### config.mk
export PLATFORM = sky130hd
export DESIGN_NAME = rf_write_arbiter
export DESIGN_NICKNAME = d
export VERILOG_FILES = /design/src/rtl/rf_write_arbiter.sv
export SDC_FILE = /design/constraint.sdc
export NUM_CORES = 1
export LEC_CHECK = 0
export ABC_CLOCK_PERIOD_IN_PS = 1100
export BUFFER_PORTS_ARGS = -buffer_cell sky130_fd_sc_hd__buf_2
export CORE_UTILIZATION = 37
export DETAILED_ROUTE_END_ITERATION = 16
export PLACE_DENSITY = 0.75
export SETUP_SLACK_MARGIN = 0.4
export SLEW_MARGIN = 10
export SYNTH_ARGS = -nofsm -noshare
export SYNTH_HDL_FRONTEND = slang
export SYNTH_SLANG_ARGS = --single-unit
### constraint.sdc
create_clock -name clk -period 1.1 [get_ports clk]
set_clock_uncertainty 0.1 [all_clocks]
set_input_delay 0.11 -clock clk [delete_from_list [all_inputs] [get_ports clk]]
set_output_delay 0.11 -clock clk [all_outputs]
set_load 0.01 [all_outputs]
### src/rtl/rf_write_arbiter.sv
// Round-robin arbiter sharing the register-file write port between the ALU (A) and load path (M).
// Optional busy scoreboard is built when RF_ARB_SCOREBOARD_EN is defined.
module rf_write_arbiter (
  input  logic        clk,
  input  logic        reset,
  input  logic        a_valid,
  input  logic [2:0]  a_addr,
  input  logic [15:0] a_data,
  output logic        a_ready,
  input  logic        m_valid,
  input  logic [2:0]  m_addr,
  input  logic [15:0] m_data,
  output logic        m_ready,
  input  logic        reserve_valid,
  input  logic [2:0]  reserve_addr,
  output logic        rf_write_n,
  output logic [2:0]  rf_addr,
  output logic [15:0] rf_data,
  output logic [7:0]  busy
);

  // state   | meaning
  // PRIO_A  | A wins when both ports request
  // PRIO_M  | M wins when both ports request
  typedef enum logic {PRIO_A = 1'b0, PRIO_M = 1'b1} prio_t;

  prio_t prio;
  logic  grant_a;
  logic  grant_m;

  always_comb begin
    grant_a = a_valid && (!m_valid || (prio == PRIO_A));
    grant_m = m_valid && !grant_a;
  end

  assign a_ready = grant_a && !reset;
  assign m_ready = grant_m && !reset;

  always_ff @(posedge clk or posedge reset) begin
    if (reset) begin
      prio       <= PRIO_A;
      rf_write_n <= 1'b1;
      rf_addr    <= 3'd0;
      rf_data    <= 16'h0000;
    end else if (grant_a) begin
      prio       <= PRIO_M;
      rf_write_n <= 1'b0;
      rf_addr    <= a_addr;
      rf_data    <= a_data;
    end else if (grant_m) begin
      prio       <= PRIO_A;
      rf_write_n <= 1'b0;
      rf_addr    <= m_addr;
      rf_data    <= m_data;
    end else begin
      rf_write_n <= 1'b1;
    end
  end

`ifdef RF_ARB_SCOREBOARD_EN
  logic [7:0] busy_q;
  logic [7:0] set_mask;
  logic [7:0] clr_mask;

  // Applying the set after the clear makes a same-edge reserve win over the write.
  always_comb begin
    set_mask = reserve_valid ? (8'h01 << reserve_addr) : 8'h00;
    clr_mask = !rf_write_n ? (8'h01 << rf_addr) : 8'h00;
  end

  always_ff @(posedge clk or posedge reset) begin
    if (reset) busy_q <= 8'h00;
    else       busy_q <= (busy_q & ~clr_mask) | set_mask;
  end

  assign busy = busy_q;
`else
  logic unused_reserve;
  assign unused_reserve = ^{reserve_valid, reserve_addr};
  assign busy = 8'h00;
`endif

endmodule

======== Word-level counts from Yosys, hierarchy flattened ========
Cells that the tools add are included.
Widths: inputs -> output; s select.
storage, ports and cells
  register bits ........................... 21
  input port bits ......................... 46
  output and inout port bits .............. 30
  word-level logic and storage cells ...... 22
cells by class
  mux-type cells .......................... 8
  bitwise operators ....................... 1
  reduce and logical (&&, ||, !) cells .... 9
operators by type and width
  cell               number
  $mux 16            2
  $mux 3             2
  $logic_and 1x1->1  4
  $mux 1             4
  $logic_not 1->1    3
  $reduce_bool 2->1  1
  $logic_or 1x1->1   1
  $not 1->1          1

======== Logic depth before layout (Yosys ltp) ========
Gate-level depths: netlist of the first run.
  depth in word-level cells ............... 7
  depth in mapped cells ................... 5
  gate-level depth less buffers ........... 3

======== Worst setup path after synthesis of the first run ========
OpenSTA, ideal clock, no wires.
  path kind ............................... register to register
  start ................................... reg prio
  end ..................................... reg rf_data[11]
  setup time .............................. 0.124 ns
  data arrival time ....................... 0.917 ns
  required time ........................... 0.876 ns
  setup slack ............................. -0.042 ns
  stages on the path, launching flop included .. 5
  buffers on the path ..................... 1
  clock period less this slack ............ 1.142 ns
  path through ............................ dfrtp_1 > a21bo_2 > buf_4 > o22ai_1 > nor2_1
on the way
  word-level cells in the longest chain between the ends .. 6
  elaborated cells between the ends (all ways) .. 7
  those cells by class .................... 1 x mux; 1 x bitwise; 5 x reduce/logical
RTL lines
  element                      line  text
  start, declared              27    prio_t prio;
  start signal, assigned       41    prio <= PRIO_A;
  start signal, assigned       46    prio <= PRIO_M;
  start signal, assigned       51    prio <= PRIO_A;
  $not 1->1 *                  32    grant_a = a_valid && (!m_valid || (prio == PRIO_A));
  $logic_or 1x1->1 *           32
  $logic_and 1x1->1 *          32
  $logic_not 1->1              33    grant_m = m_valid && !grant_a;
  $logic_and 1x1->1            33
  $reduce_bool 2->1 (no line)  -
  end signal, assigned         49    rf_data <= a_data;
  end signal, assigned         54    rf_data <= m_data;
  end, declared                18    output logic [15:0] rf_data,
Every way passes the cells marked *; elsewhere a longest branch is shown, timed or not.
A chain may end at the register's enable or synchronous reset.

======== Final worst setup path of the first run ========
  start ................................... reg prio
  end ..................................... out a_ready
on the way
  word-level cells in the longest chain between the ends .. 4
RTL lines
  element            line  text
  $not 1->1          32
  $logic_or 1x1->1   32
  $logic_and 1x1->1  32
  $logic_and 1x1->1  36    assign a_ready = grant_a && !reset;
  end, declared      9     output logic a_ready,
Every way passes these cells.

==> results of run 1 <==
-- Yosys cell counts --
library cell,instances,area share [%]
nand2b_1,1,0.54
nand2_2,1,0.54
nor2_1,21,6.8
buf_6,3,2.9
clkbuf_1,2,0.64
dfstp_2,1,2.3
o21a_1,1,0.64
a21bo_2,1,0.86
and3_1,1,0.54
and2b_1,1,0.64
dfrtp_1,20,43
o22ai_1,19,10
buf_4,12,7.7
buf_2,1,0.43
conb_1,1,0.32
a211oi_1,19,12
nor2b_1,18,9.6
inv_1,1,0.32
-- sequential cells by signal (all words and copies together) (netlist names) --
signal / count
rf_addr: 3
rf_data: 16
rf_write_n: 1
prio: 1
-- how the worst min path moves through the flow --
stage	start	end	slack, ps	cells past startpoint
2_1_floorplan	reset	prio	-130	1
4_1_cts	reset	rf_addr[2]	-210	3
6_report	reset	rf_addr[2]	-200	3
3_5_place_dp	reset	rf_addr[2]	120	3
3_3_place_gp	reset	rf_addr[2]	110	3
5_1_grt	reset	rf_addr[2]	-200	3
-- metrics by stage --
stage / total power, W / setup WS (ps) / util (%) / hold WS (ps) / std cells
2_1_floorplan: 0.00135 / 17.4 / - / -127 / 131
3_3_place_gp: 0.00160 / -58.4 / 55.6 / 114 / 230
3_5_place_dp: 0.00164 / -98.0 / 55.6 / 116 / 230
4_1_cts: 0.00205 / -292 / 58.9 / -213 / 237
5_1_grt: 0.00220 / -324 / 60.7 / -204 / 239
6_report: 0.00207 / -273 / 60.7 / -204 / 239
-- cell type report --
cell class / instances / area (um2) / share of cell area [%]
inverters: 1 / 7.51 / 0.409
well taps: 44 / 55.1 / 3.00
multi-input cells: 91 / 681 / 37.1
clock buffers: 4 / 26.3 / 1.43
flip-flops and latches: 21 / 528 / 28.7
repair buffers: 78 / 539 / 29.4
-- report_power, final --
part           internal [W]  switching, W
registers          0.000872     0.0000512
clock network      0.000141      0.000206
logic              0.000414      0.000383
total               0.00143      0.000641
-- logic make-up (layout without fill, tap and decap cells) --
family | count (synthesis) | in the layout | share of synthesized area, %
other | 1 | 8 | 0.321
and+or+nand+nor | 43 | 43 | 18.7
AOI/OAI and AO/OA | 40 | 40 | 23.9
DFF | 21 | 21 | 45.1
buffers and inverters | 19 | 83 | 12.0
-- worst min-delay path: stages --
cell,delay [ps]
buf_2,130
clkinvlp_4,70
buf_4,270
-- metal layers --
| metal | vias up | track usage, % | routed length, um |
|---|---|---|---|
| met4 | 0 | 2.04 | 0 |
| li1 | 568 | - | - |
| met1 | 551 | 23.6 | 1390 |
| met2 | 51 | 39.1 | 1690 |
| met3 | 0 | 2.68 | 157 |
| met5 | - | 0 | 0 |
-- timing repair --
action | 4_1_cts | 5_1_grt
resized for setup | 8 | 3
pin swaps | 4 | 1
setup endpoints to repair | 42 | 42
hold endpoints to repair | 37 | 32
setup buffers | 2 | 1
cloned | 1 | 1
==> metrics.cfg, run 1 <==
[final_layout]
diodes = 0
layout_commonest_cell = buf_2
areaGrowthSynthToFinish_pct = 57.3
drive_gt1_share_pct = 55.4
layout_common_cells = buf_2, nor2_1, a211oi_1, o22ai_2, dfrtp_1
fill_cells = 266
final_area_um2 = 1840
nets = 242

[placement]
post_dp_cell_area_um2 = 1680
io_buffers = 63
gp_congestion = 0.651
hpwl_um = 2390

[timing]
slew_violations = 0
finalHoldViolCount = 34
rsz0062_at_grt = yes
whs_ps = -204
fmax_ghz = 0.728
period_minus_slack_ps = 1370
setup_viol = 23
fin_ws_ps = -273
final.setup.tns_ps = -4740
fin_crit_sh_pct = 125

[floorplan]
die_area_um2 = 3380
die_h_um = 58.2
top_level_ports = 76
rows = 20
floorplan.initialDensity_pct = 38.6
core_um2 = 3030
dieWidth_um = 58.2

[worst_setup_path]
critPathArrivalTime_ps = 1160
worstPathRequired_ps = 890
r2r_slack_ps = -260
r2r_end = rf_data[5]
worst-r2r-cell-count = 5
cp-startpoint = prio
start_kind = flip-flop
critical-path-slowest-cell = dfrtp_2
timing.rr.start = prio
cpPeakStageDelay_ps = 450
cp-endpoint = a_ready
worst-path-stages = 3
path_cells = a21bo_4 -> nor2_2 -> buf_2
cpLargestDelayFamily = flip-flops
crit_type = flip-flop to output pin
cp_max_fo = 4
crit_path_end_kind = output pin
critPathBufInv = 1

[detailed_routing]
drc = 0
drt_iter0_drc = 78
drt_wl_total_um = 3240
vias = 1170
wl_per_cell_um = 13.6
avgViaCountPerCell = 4.90
antenna_left = 0
first_pass_iters = 4

[global_routing]
track_usage_pct = 19.9
grt_max_degree = 23
gr-total-overflow = 0
grt_pass1_vias = 1187
antenna_found_initial = 0
grt_pass1_wl_um = 5240

[clock_network]
cts_tree = done
path_clk_slew_ps = 110
clk_latency_ps = 290
root_buffer = clkbuf_4
cts_buffer_depth = 2
clock-sinks = 21
numCtsBuffers = 3
cts.htree.levels = 1

[yosys]
synth_seq_cells = 21
yosysSeqAreaShare_pct = 45.1
synth.avg_cell_area_um2 = 9.41
yosys_warnings = 0
syn_inst = 124
syn_area_um2 = 1170
synth.distinct_cells = 18

[worst_hold_path]
hold_path.class = input pin to async pin

[pwr]
ir_drop_v = 0.000530
leakage_nw = 0.848
power.density_nw_per_um2 = 1130

[run_status]
outcome = finished, violations left
failed_checks = hold timing, setup timing

[run]
drv_cap = 0

Power figures use the tool's default switching activity.
==> run 2, diff against run 1 <==
- CTS_BUF_LIST: not set -> sky130_fd_sc_hd__clkbuf_4 sky130_fd_sc_hd__clkbuf_8 sky130_fd_sc_hd__clkbuf_16
==> run 2 against run 1 <==
The flow still finishes with violations (hold timing, setup timing). Non-clock buffer count down 1. Clock power up 9.2%. Sequential share of layout area up 0.33 points. Largest cell class unchanged. Highest routed layer unchanged.
==> metrics.cfg, run 2 (synthesis results as in run 1) <==
[timing]
period_minus_slack_ps = 1370
fmax_ghz = 0.732
finalHoldViolCount = 33
slew_violations = 0
fin_crit_sh_pct = 124
rsz0062_at_grt = yes
final.setup.tns_ps = -4410
fin_ws_ps = -267
setup_viol = 23
whs_ps = -208

[run_status]
failed_checks = hold timing, setup timing
outcome = finished, violations left

[final_layout]
final_util_pct = 59.8
final_area_um2 = 1810
reg_top3 = rf_data: 16 flops, rf_addr: 3 flops
largest_reg_flops = 16
nets = 241
areaGrowthSynthToFinish_pct = 55.2
diodes = 0
drive_gt1_share_pct = 54.6
layout_common_cells = buf_2, nor2_1, dfrtp_1, a211oi_1
layout_commonest_cell = buf_2
regMostFlops = rf_data

[floorplan]
rows = 20
core_um2 = 3030
floorplan.initialDensity_pct = 38.6
die_area_um2 = 3380
top_level_ports = 76
die_h_um = 58.2
dieWidth_um = 58.2

[worst_setup_path]
cpLargestDelayFamily = flip-flops
critPathBufInv = 1
r2r_slack_ps = -230
timing.rr.start = prio
path_cells = a21bo_4 -> nor2_2 -> buf_2
worst-r2r-cell-count = 5
crit_type = flip-flop to output pin
crit_path_end_kind = output pin
cpPeakStageDelay_ps = 430
critPathArrivalTime_ps = 1160
worstPathRequired_ps = 890
r2r_end = rf_data[5]
cp_max_fo = 4
start_kind = flip-flop
critical-path-slowest-cell = dfrtp_1

[placement]
post_dp_cell_area_um2 = 1680
io_buffers = 63
gp_congestion = 0.651
dp_slack_ps = -98.0
hpwl_um = 2390

[clock_network]
cts_tree = done
clk_latency_ps = 290
cts_buffer_depth = 2
root_buffer = clkbuf_4
path_clk_slew_ps = 110
cts.htree.levels = 1
clock-sinks = 21
numCtsBuffers = 3

[global_routing]
grt_pass1_wl_um = 5130
antenna_found_initial = 0
track_usage_pct = 19.4
grt_max_degree = 23
gr-total-overflow = 0
grt_pass1_vias = 1166

[pwr]
power_w = 0.00208
ir_drop_v = 0.000518
leakage_nw = 0.832
power.density_nw_per_um2 = 1150

[detailed_routing]
wl_per_cell_um = 13.4
first_pass_iters = 4
drt_wl_total_um = 3200
drc = 0
antenna_left = 0
vias = 1172
avgViaCountPerCell = 4.92
drt_iter0_drc = 79

[worst_hold_path]
hold_path.class = input pin to async pin

[run]
drv_cap = 0

run 2: report_power, final:
group	total [W]	leakage, nW	internal [W]	switching (W)
Clock	0.000379	0.0184	0.000165	0.000214
Combinational	0.000775	0.572	0.000395	0.000380
Sequential	0.000921	0.242	0.000871	0.0000503
Total	0.00208	0.832	0.00143	0.000644
run 2: through the flow:
step           std cells  hold slack [ps]
3_5_place_dp         230              116
5_1_grt              238             -211
4_1_cts              236             -213
3_3_place_gp         230              114
6_report             238             -208
2_1_floorplan        131             -127
run 2: how the worst max path moves through the flow:
stage | start | end | depth (start not counted)
final | prio | a_ready | 3
after global routing | prio | a_ready | 3
after CTS | prio | a_ready | 3
after detailed placement | prio | rf_data[5] | 4
after global placement | prio | rf_data[9] | 4
after floorplan | prio | rf_addr[2] | 4
run 2: worst register-to-register path, stage by stage, from the launching register on:
cell     delay (ps)
dfrtp_1         430
a21bo_4         230
buf_4           150
buf_12          150
o22ai_2         100
nor2_1           60
run 2: what timing repair did:
action                                  in CTS  in global routing
buffers inserted                             2                  1
endpoints found under the setup margin      42                 42
hold endpoints to repair                    37                 33
pin swaps                                    3                  1
gates resized for setup                      5                  4
cloned                                       0                  1
run 2: cell type report:
| type | instances | area [um2] |
|---|---|---|
| clock buffer | 4 | 30.0 |
| multi-input combinational | 91 | 681 |
| inverter | 1 | 7.51 |
| tap | 44 | 55.1 |
| timing repair buffer | 77 | 512 |
| sequential | 21 | 527 |
| fill | 266 | 1220 |
run 2: metal layers:
layer	track usage, %	vias up	part of all wire (%)
met5	0	-	0
met1	23.6	558	44
met3	2.68	0	4.8
li1	-	565	-
met2	37.1	49	52
met4	2.04	0	0
==> run 3, diff against run 2 <==
- ABC_AREA: not set -> 1
- CORE_UTILIZATION: 37 -> 38
==> run 3 against run 2 <==
Critical endpoint unchanged. Cell count grew 20%. Synthesized area increased by 4.0%. Maximum frequency shrank 0.10%. The flow still finishes with violations (hold timing, setup timing). Utilization is 0.16 points lower. First-iteration DRC count down 15%.
==> metrics.cfg, run 3 <==
[run_status]
outcome = finished, violations left
failed_checks = hold timing, setup timing

[floorplan]
floorplan.initialDensity_pct = 39.8
top_level_ports = 76
core_um2 = 3050
dieWidth_um = 58.5
die_area_um2 = 3420
die_h_um = 58.5
rows = 20

[timing]
finalHoldViolCount = 40
fmax_ghz = 0.731
fin_ws_ps = -268
slew_violations = 0
whs_ps = -233
period_minus_slack_ps = 1370
rsz0062_at_grt = yes
final.setup.tns_ps = -3720
setup_viol = 23
fin_crit_sh_pct = 124

[yosys]
async_flop_share_pct = 100
muxShareOfSynthArea_pct = 0
synth_edf_count = 0
synth.avg_cell_area_um2 = 7.45
synth_area_leaders = dfrtp_1, nand2_1, nand3_1
synth-xor-area-share_pct = 0
synth.distinct_cells = 14
yosys_warnings = 0
yosysTopAreaCellShare_pct = 41.2
synth_compound_area_share_pct = 0
yosysTopAreaCell = dfrtp_1
synth_top_family_by_area = simple AND/OR/NAND/NOR gates
synth.most_common_cell = nand2_1
syn_inst = 163
yosysSeqAreaShare_pct = 43.4
synthSimpleGateAreaFrac_pct = 39.7
ys.flop_type = dfrtp_1
synthAdderAreaFrac_pct = 0
synth_seq_cells = 21
ys_top_cells_by_count = nand2_1, nand3_1, dfrtp_1
syn_area_um2 = 1210

[final_layout]
nets = 289
largest_reg_flops = 16
reg_top3 = rf_data: 16 flops, rf_addr: 3 flops
regMostFlops = rf_data
drive_gt1_share_pct = 47.9
areaGrowthSynthToFinish_pct = 50.1
layout_common_cells = buf_2, nand2_1, dfrtp_1, nand3_1, nand3_2
diodes = 0
layout_commonest_cell = buf_2

[clock_network]
root_buffer = clkbuf_4
clk_latency_ps = 290
cts_tree = done
clock-sinks = 21
postCtsHoldBufs = 1
path_clk_slew_ps = 110
numCtsBuffers = 3
cts.htree.levels = 1
cts_buffer_depth = 2

[worst_setup_path]
cp-startpoint = prio
path_cells = nand2_2 -> nand2_4 -> buf_6 -> nor2_4 -> buf_6
cp-endpoint = a_ready
cpPeakStageDelay_ps = 410
critical-path-slowest-cell = dfrtp_1
start_kind = flip-flop
crit_type = flip-flop to output pin
cpLargestDelayFamily = flip-flops
worst-r2r-cell-count = 7
worstPathRequired_ps = 890
cpMostUsedCell = buf_6
critPathArrivalTime_ps = 1160
critPathBufInv = 2
r2r_end = rf_data[3]
timing.rr.start = prio
cp_max_fo = 3
crit_path_end_kind = output pin
worst-path-stages = 5
r2r_slack_ps = -180

[global_routing]
track_usage_pct = 17.8
grt_max_degree = 19
gr-total-overflow = 0
grt_pass1_vias = 1043
grt_pass1_wl_um = 4620
antenna_found_initial = 0

[worst_hold_path]
hold_path.class = input pin to async pin

[pwr]
p_comb_share_pct = 32.9
power_w = 0.00192
seq_power_share_pct = 47.1
power.density_nw_per_um2 = 1050
power.internal_w = 0.00132
sw_frac_of_total_pct = 31.0
ir_drop_v = 0.000544
p_switching_w = 0.000595
clockPowerShare_pct = 19.9
leakage_nw = 1.07

[placement]
io_buffers = 63
gp_congestion = 0.771
hpwl_um = 2110

[detailed_routing]
wl_per_cell_um = 11.0
vias = 1246
drt_iter0_drc = 67
first_pass_iters = 4
drc = 0
drt_wl_total_um = 3160
avgViaCountPerCell = 4.36
antenna_left = 0

[run]
drv_cap = 0

==> run 3: changes by cell type after synthesis, sizes merged, moves of 2 or more <==
cell    before  now
nand2        1   62
a211oi      19    0
inv          1   19
nand3        0   38
o22ai       19    0
nor2        21    3
nor2b       18    0
clkbuf       2    0
clkinv       0    2
==> run 3: cells by family (layout without fill, tap and decap cells) <==
kind of cell	Yosys count	count (layout)
buffers and inverters	38	110
flip-flops	21	21
AND/OR/NAND/NOR	103	103
other	1	8
==> run 3: stage by stage <==
stage / std cells / cell area [um2] / util (%) / hold slack [ps] / setup slack, ps
finish: 286 / 1820 / 59.7 / -233 / -268
global route: 286 / 1820 / 59.7 / -237 / -328
CTS: 280 / 1710 / 56.0 / -72.3 / -264
detailed placement: 271 / 1600 / 52.3 / 74.2 / -0.681
global placement: 271 / 1600 / 52.3 / 71.5 / 15.3
floorplan: 170 / 1290 / - / -14.2 / 42.9
==> run 3: layer usage <==
| layer | up-vias | GRT usage, % | share of wire [%] |
|---|---|---|---|
| met4 | 0 | 7.14 | 0.92 |
| li1 | 639 | - | - |
| met2 | 41 | 31.2 | 51 |
| met5 | - | 0 | 0 |
| met1 | 564 | 22.0 | 44 |
| met3 | 2 | 2.42 | 3.9 |
==> run 3: tightest hold or removal path: cells and delay by family <==
kind	cells	cell delay (ps)
buffers and inverters	3	390
==> run 3: worst min path at each step <==
| stage | cells after the start | endpoint | from |
|---|---|---|---|
| after global routing | 3 | rf_data[14] | reset |
| after detailed placement | 3 | rf_data[11] | reset |
| after CTS | 3 | rf_data[0] | m_data[0] |
| final | 3 | rf_data[13] | reset |
| after global placement | 3 | rf_data[11] | reset |
| after floorplan | 1 | prio | reset |
==> run 3: layout make-up <==
class	count	area, um2
Fill cell	314	1230
Multi-Input combinational cell	111	594
Timing Repair Buffer	85	537
Sequential cell	21	527
Inverter	21	78.8
Tap cell	44	55.1
Clock buffer	4	30.0
==> run 3: timing repair <==
action                                 in CTS  in global routing
endpoints found under the hold margin      40                 40
gates resized for setup                    10                 16
gates cloned                                1                  2
pin swaps                                   1                 15
setup endpoints to repair                  42                 43
buffers inserted                            3                  5
==> run 3: power by group through the flow <==
| stage | Sequential [W] | Combinational [W] | Clock (W) |
|---|---|---|---|
| final | 0.000905 | 0.000632 | 0.000382 |
| after global routing | 0.000913 | 0.000695 | 0.000446 |
| after CTS | 0.000903 | 0.000568 | 0.000409 |
| after detailed placement | 0.000919 | 0.000523 | 0 |
| after global placement | 0.000917 | 0.000518 | 0 |
| after floorplan | 0.000961 | 0.000285 | 0 |
